### src/rtl/if_id_stage_reg_if.sv
// IF/ID stage register bus: IF-side inputs and ID-side registered outputs.
// Optional perf counter outputs appear when IF_ID_PERF_CNT_EN is defined.
interface if_id_stage_reg_if #(
  parameter int unsigned DATA_W = 32
);
  logic              i_enable;
  logic              i_stall;
  logic              i_flush;
  logic [DATA_W-1:0] i_pc_plus4;
  logic [DATA_W-1:0] i_instr;
  logic              i_instr_valid;
  logic [DATA_W-1:0] o_pc_plus4;
  logic [DATA_W-1:0] o_instr;
  logic              o_valid;
  logic [4:0]        o_rs;
  logic [4:0]        o_rt;
  logic [4:0]        o_rd;
  logic              o_halted;
`ifdef IF_ID_PERF_CNT_EN
  logic [15:0]       o_stall_cnt;
  logic [15:0]       o_flush_cnt;
`endif

  // Upstream side: fetch unit, hazard unit and debug unit drive the controls.
  modport master (
    output i_enable, i_stall, i_flush, i_pc_plus4, i_instr, i_instr_valid,
    input  o_pc_plus4, o_instr, o_valid, o_rs, o_rt, o_rd, o_halted
`ifdef IF_ID_PERF_CNT_EN
    , input o_stall_cnt, o_flush_cnt
`endif
  );

  // Stage register side.
  modport slave (
    input  i_enable, i_stall, i_flush, i_pc_plus4, i_instr, i_instr_valid,
    output o_pc_plus4, o_instr, o_valid, o_rs, o_rt, o_rd, o_halted
`ifdef IF_ID_PERF_CNT_EN
    , output o_stall_cnt, o_flush_cnt
`endif
  );
endinterface

### src/rtl/if_id_stage_reg.sv
// IF/ID pipeline register for the 5-stage MIPS pipeline.
// Handles stall hold, flush bubbles, debug enable gating and HALT freeze.
// Optional macro IF_ID_PERF_CNT_EN adds saturating stall/flush counters.
module if_id_stage_reg #(
  parameter int unsigned DATA_W      = 32,
  parameter logic [31:0] NOP_INSTR   = 32'h0000_0000,
  parameter logic [5:0]  HALT_OPCODE = 6'b111111
) (
  input logic              clk,
  input logic              reset,
  if_id_stage_reg_if.slave bus
);

  localparam int unsigned OPC_MSB = DATA_W - 1;
  localparam int unsigned OPC_LSB = DATA_W - 6;

  logic [DATA_W-1:0] pc_plus4_q;
  logic [DATA_W-1:0] instr_q;
  logic              valid_q;
  logic              halted_q;

  logic hold_path;
  logic stall_path;
  logic bubble_path;
  logic is_halt;

  // Path decode in priority order: halted > disabled > stall > flush > load.
  assign hold_path   = halted_q || !bus.i_enable;
  assign stall_path  = !hold_path && bus.i_stall;
  assign bubble_path = !hold_path && !bus.i_stall && bus.i_flush;
  assign is_halt     = bus.i_instr_valid && (bus.i_instr[OPC_MSB:OPC_LSB] == HALT_OPCODE);

  // Pipeline register update; HALT is captured as a real instruction so it drains.
  always_ff @(posedge clk) begin
    if (reset) begin
      pc_plus4_q <= '0;
      instr_q    <= DATA_W'(NOP_INSTR);
      valid_q    <= 1'b0;
      halted_q   <= 1'b0;
    end else if (hold_path || stall_path) begin
      pc_plus4_q <= pc_plus4_q;
    end else if (bubble_path) begin
      pc_plus4_q <= '0;
      instr_q    <= DATA_W'(NOP_INSTR);
      valid_q    <= 1'b0;
    end else begin
      pc_plus4_q <= bus.i_pc_plus4;
      if (bus.i_instr_valid) begin
        instr_q <= bus.i_instr;
        valid_q <= 1'b1;
      end else begin
        instr_q <= DATA_W'(NOP_INSTR);
        valid_q <= 1'b0;
      end
      if (is_halt) begin
        halted_q <= 1'b1;
      end
    end
  end

  assign bus.o_pc_plus4 = pc_plus4_q;
  assign bus.o_instr    = instr_q;
  assign bus.o_valid    = valid_q;
  assign bus.o_halted   = halted_q;
  assign bus.o_rs       = instr_q[25:21];
  assign bus.o_rt       = instr_q[20:16];
  assign bus.o_rd       = instr_q[15:11];

`ifdef IF_ID_PERF_CNT_EN
  logic [15:0] stall_cnt;
  logic [15:0] flush_cnt;

  // Saturating event counters; frozen while halted or disabled by path decode.
  always_ff @(posedge clk) begin
    if (reset) begin
      stall_cnt <= 16'd0;
      flush_cnt <= 16'd0;
    end else begin
      if (stall_path && (stall_cnt != 16'hFFFF)) begin
        stall_cnt <= stall_cnt + 16'd1;
      end
      if (bubble_path && (flush_cnt != 16'hFFFF)) begin
        flush_cnt <= flush_cnt + 16'd1;
      end
    end
  end

  assign bus.o_stall_cnt = stall_cnt;
  assign bus.o_flush_cnt = flush_cnt;
`endif

endmodule

### src/flat_wrapper.sv
// flat-port wrapper written by rule: the top's interface ports become plain ports
module if_id_stage_reg_flat 
#(
  parameter int unsigned DATA_W      = 32,
  parameter logic [31:0] NOP_INSTR   = 32'h0000_0000,
  parameter logic [5:0]  HALT_OPCODE = 6'b111111
)
  (clk, reset, bus_i_enable, bus_i_stall, bus_i_flush, bus_i_pc_plus4, bus_i_instr, bus_i_instr_valid, bus_o_pc_plus4, bus_o_instr, bus_o_valid, bus_o_rs, bus_o_rt, bus_o_rd, bus_o_halted);
  if_id_stage_reg_if #(.DATA_W(DATA_W)) bus_i ();
  input logic clk;
  input logic reset;
  input wire logic [$bits(bus_i.i_enable)-1:0] bus_i_enable;
  input wire logic [$bits(bus_i.i_stall)-1:0] bus_i_stall;
  input wire logic [$bits(bus_i.i_flush)-1:0] bus_i_flush;
  input wire logic [$bits(bus_i.i_pc_plus4)-1:0] bus_i_pc_plus4;
  input wire logic [$bits(bus_i.i_instr)-1:0] bus_i_instr;
  input wire logic [$bits(bus_i.i_instr_valid)-1:0] bus_i_instr_valid;
  output wire logic [$bits(bus_i.o_pc_plus4)-1:0] bus_o_pc_plus4;
  output wire logic [$bits(bus_i.o_instr)-1:0] bus_o_instr;
  output wire logic [$bits(bus_i.o_valid)-1:0] bus_o_valid;
  output wire logic [$bits(bus_i.o_rs)-1:0] bus_o_rs;
  output wire logic [$bits(bus_i.o_rt)-1:0] bus_o_rt;
  output wire logic [$bits(bus_i.o_rd)-1:0] bus_o_rd;
  output wire logic [$bits(bus_i.o_halted)-1:0] bus_o_halted;
  assign bus_i.i_enable = bus_i_enable;
  assign bus_i.i_stall = bus_i_stall;
  assign bus_i.i_flush = bus_i_flush;
  assign bus_i.i_pc_plus4 = bus_i_pc_plus4;
  assign bus_i.i_instr = bus_i_instr;
  assign bus_i.i_instr_valid = bus_i_instr_valid;
  assign bus_o_pc_plus4 = bus_i.o_pc_plus4;
  assign bus_o_instr = bus_i.o_instr;
  assign bus_o_valid = bus_i.o_valid;
  assign bus_o_rs = bus_i.o_rs;
  assign bus_o_rt = bus_i.o_rt;
  assign bus_o_rd = bus_i.o_rd;
  assign bus_o_halted = bus_i.o_halted;
  if_id_stage_reg #(.DATA_W(DATA_W), .NOP_INSTR(NOP_INSTR), .HALT_OPCODE(HALT_OPCODE)) u_core (.clk(clk), .reset(reset), .bus(bus_i));
endmodule
### config.mk
export PLATFORM = sky130hd
export DESIGN_NAME = if_id_stage_reg_flat
export DESIGN_NICKNAME = d
export VERILOG_FILES = /design/src/rtl/if_id_stage_reg_if.sv /design/src/rtl/if_id_stage_reg.sv /design/src/flat_wrapper.sv
export SDC_FILE = /design/constraint.sdc
export NUM_CORES = 1
export LEC_CHECK = 0
export BUFFER_PORTS_ARGS = -buffer_cell sky130_fd_sc_hd__buf_4
export CAP_MARGIN = 20
export CORE_ASPECT_RATIO = 1.25
export CORE_UTILIZATION = 42
export DETAILED_ROUTE_END_ITERATION = 10
export PLACE_DENSITY_LB_ADDON = 0.05
export SYNTH_ARGS = -nofsm -noshare
export SYNTH_HDL_FRONTEND = slang
export SYNTH_SLANG_ARGS = --single-unit
### constraint.sdc
create_clock -name clk -period 1.9 [get_ports clk]
set_input_delay 0.475 -clock clk [delete_from_list [all_inputs] [get_ports clk]]
set_output_delay 0.475 -clock clk [all_outputs]
set_load 0.02 [all_outputs]
### Yosys cells after proc, flatten, opt, wreduce, memory -nomap -nowiden

Cells that the tools add are included.

* flip-flop bits (word level): 66
* input port bits: 70
* word-level logic and storage cells: 22

* equal/unequal tests: 1
* muxes and demuxes: 5
* bitwise operators: 2
* reduce and logical (&&, ||, !) cells: 10

Operators with widths (count)
* 2-to-1 mux 32 bit: 3
* equality test 6 bit, second input constant: 1
* logical AND 1 bit: 4
* zero test 1 bit: 3
* AND reduction 3 bit: 1
* logical OR 1 bit: 2
* 2-to-1 mux 1 bit: 2
* NOT 1 bit: 2

### Longest topological paths before layout

* word-level depth: 7
* mapped depth: 5
* depth with buffers taken out: 3

### Least setup slack after synthesis

Ideal clock, no wire load.

* kind: input -> register
* start: in bus_i_stall
* end: reg u_core.instr_q[0], in the netlist u_core.bus.o_instr[0]
* setup time: 0.060 ns
* arrival time: 1.509 ns
* slack: 0.331 ns
* stages: 5
* path through: or3b_1 > buf_6 > nor3b_4 > buf_6 > a22o_1

* cells in the longest elaborated chain, start to end: 4
* elaborated cells on any way between the ends: 6
* those cells by class: mux: 1; reduce/logical: 5

RTL lines
* from (decl): RTL line flat_wrapper.sv:13 `input wire logic [$bits(bus_i.i_stall)-1:0] bus_i_stall;`
* zero test 1 bit: RTL line if_id_stage_reg.sv:30 `assign bubble_path = !hold_path && !bus.i_stall && bus.i_flush;`
* logical AND 1 bit (2 in series): RTL line if_id_stage_reg.sv:30
* 2-to-1 mux 32 bit: RTL line if_id_stage_reg.sv:42 `end else if (bubble_path) begin`
* to (signal assigned): RTL line if_id_stage_reg.sv:37 `instr_q <= DATA_W'(NOP_INSTR);`
* to (signal assigned): RTL line if_id_stage_reg.sv:44 `instr_q <= DATA_W'(NOP_INSTR);`
* to (signal assigned): RTL line if_id_stage_reg.sv:49 `instr_q <= bus.i_instr;`
* to (decl): RTL line if_id_stage_reg.sv:18 `logic [DATA_W-1:0] instr_q;`

Several ways; a longest one is shown, not always the timed one.
A chain may end at the register's enable or synchronous reset.

### Worst setup path in the final report

* start: reg u_core.halted_q, in the netlist u_core.bus.o_halted
* end: reg u_core.instr_q[3], in the netlist u_core.bus.o_instr[3]

* cells in the longest elaborated chain, start to end: 5
* elaborated cells on any way between the ends: 7
* those cells by class: mux: 1; reduce/logical: 6

RTL lines
* from (decl): RTL line if_id_stage_reg.sv:20 `logic halted_q;`
* from (signal assigned): RTL line if_id_stage_reg.sv:39 `halted_q <= 1'b0;`
* from (signal assigned): RTL line if_id_stage_reg.sv:56 `halted_q <= 1'b1;`
* logical OR 1 bit *: RTL line if_id_stage_reg.sv:28 `assign hold_path = halted_q || !bus.i_enable;`
* zero test 1 bit: RTL line if_id_stage_reg.sv:29, if_id_stage_reg.sv:30
* logical AND 1 bit (2 in series): RTL line if_id_stage_reg.sv:30
* 2-to-1 mux 32 bit: RTL line if_id_stage_reg.sv:42

Mark *: on every way between the ends. The rest lies on a longest branch, timed or not.

==> out/results.ini <==
[status]
outcome=complete, no violations

[layout]
final-seq-area_sq_um=1320
n_fill_cell=501
num_antenna_cells=0
syn_to_final_growth_pct=51.2
multiInputGateArea_sq_um=898
instances_no_fill=443
mostFrequentLayoutCells=153 x buf_4, 66 x dfxtp_1, 35 x nand2_1
nets=444
layout.cells.most_common=buf_4
layout-drive-gt1-share_pct=45.6

[grt]
grt_antenna_before_repair=0
grt_pass1_vias=1998
grt_start_max_net_pins=35
grt_pass1_wl_um=9830
grt_use_total_pct=20.6
overflow=0

[detailed_routing]
ant_nets=0
routed_wirelength_um=6250
vias_per_cell=5.03
vias=2228
drt-initial-drc-count=76
drtPass1Iterations=4
wl_per_cell_um=14.1
drc=0

[critical_path]
cp-start-kind=register
slowest_stage=or3b_1
reg2reg_depth=4
crit_chain=or3b_1, nor3b_4, buf_12, a22o_1
critPathArrivalTime_ns=1.75
end_kind=register
regToRegStartpoint=u_core.bus.o_halted
path_delay_family=simple AND/OR/NAND/NOR gates
rr_endpoint=u_core.bus.o_instr[3]
cpPeakStageDelay_ns=0.46
crit_required_ns=2.17
rrSetupSlack_ns=0.42
critPathBufInv=1
critPathKind=reg2reg
cp_max_fo=31

[place]
gp_congestion=0.763
placedCellCount=427
place_ws_ns=0.228
dp.final_hpwl_um=4340
io_buffers=150

[hold_path]
min_path_type=in2reg
worstHoldStart=bus_i_instr[8]
whs_endpoint=u_core.bus.o_instr[8]
holdPathStages=2

[floorplanning]
die-height_um=87.1
die-width_um=70.1
dieArea_sq_um=6100
std_cell_rows=30
start_util_pct=44.1
ios=151
coreArea_sq_um=5520

[sta]
timing.setup.tns_ns=0
relSlewSlack_pct=75.8
slew_viol_final=0
fin_skew_ns=0.00423
grt_setup_unrepaired=false
setup_slack_ns=0.421
setup_viol=0
finalCriticalPeriod_ns=1.48
hold_viol=0
timing.fmax_ghz=0.676
holdWs_ns=0.354
finalCritPeriodShare_pct=77.9
tightest_slew_ns=0.363

[job]
max_cap_viol_count=0

[yosys]
synth_area_sq_um=2430
syn_nets=313
yosysUniqueCellTypes=17
synthCells=243
ys.warnings.count=0
netlist_top_cells_area=dfxtp_1 54%, a22o_1 11%, nand3b_1 9.9%
synth_top_area_share_pct=54.3
synth_seq_area_share_pct=54.3
synth_top_area_cell=dfxtp_1
ys_ff_latch=66
syn_area_per_cell_sq_um=10.0

[cts]
clk-insertion-delay-late_ns=0.33
cts.htree.levels=3
clock_sinks=66
cts_resized=0
hold_buffers=0
cts_tree=done
max-clock-path-buffers=2
post_cts_buffers=0
cts.reportedPaths.clkPinSlew_ns=0.07
clockRootBuffer=clkbuf_8
cts_buffers=9

[pwr]
p_leak_uw=0.00166
vdd_drop_max_uv=443
p_per_area_nw_per_um2=786

-- registers in the layout, summed over array words and instances (netlist names) --
name	count
u_core.bus.o_valid	1
u_core.bus.o_pc_plus4	32
u_core.bus.o_halted	1
u_core.bus.o_instr	32
-- kinds of logic after synthesis --
family	share of synthesized area, %
compound gates	18.4
simple gates	18.2
flops	54.3
buf+inv	9.10
-- metal layers --
| layer | share of wire [%] | wire [um] | GRT usage, % |
|---|---|---|---|
| met1 | 43 | 2700 | 26.6 |
| met4 | 1.7 | 107 | 9.82 |
| met5 | 0 | 0 | 0 |
| met2 | 47 | 2920 | 31.4 |
| met3 | 8.4 | 524 | 6.37 |
-- stage by stage --
stage               power (uW)  cell area, sq um  util [%]
global placement          1810              3490      63.3
CTS                       2920              3680      66.6
finish                    2890              3680      66.6
detailed placement        1820              3490      63.3
global route              3020              3680      66.6
floorplan                 1620              2430         -
-- worst max-delay path by stage --
| stage | startpoint | depth (start not counted) | end |
|---|---|---|---|
| floorplan | bus_i_stall | 5 | u_core.bus.o_instr[0] |
| global placement | bus_i_stall | 5 | u_core.bus.o_instr[3] |
| detailed placement | bus_i_stall | 5 | u_core.bus.o_instr[26] |
| CTS | u_core.bus.o_halted | 4 | u_core.bus.o_instr[4] |
| global route | u_core.bus.o_halted | 4 | u_core.bus.o_instr[21] |
| finish | u_core.bus.o_halted | 4 | u_core.bus.o_instr[3] |
-- cells in the mapped netlist (all sizes together) --
master,count
dfxtp,66
clkbuf,16
or3b,1
nor2b,1
inv,1
o22ai,1
and4b,1
a22o,31
nand3,2
nand2,35
a21oi,34
nor3b,2
nor2,1
buf,19
nand3b,32
-- where the power goes --
part	internal [uW]	leakage, uW	switching, uW
logic	184	0.00103	164
clock network	597	0.0000958	512
registers	1420	0.000535	17.9
-- area by class of cell --
class / instances / share of cell area (%)
clock buffer: 10 / 3.47
tap: 64 / 2.18
clock inverter: 6 / 1.57
multi-input combinational: 141 / 24.4
sequential: 66 / 35.9
timing repair buffer: 155 / 32.3
inverter: 1 / 0.102
Power figures use the tool's default switching activity.
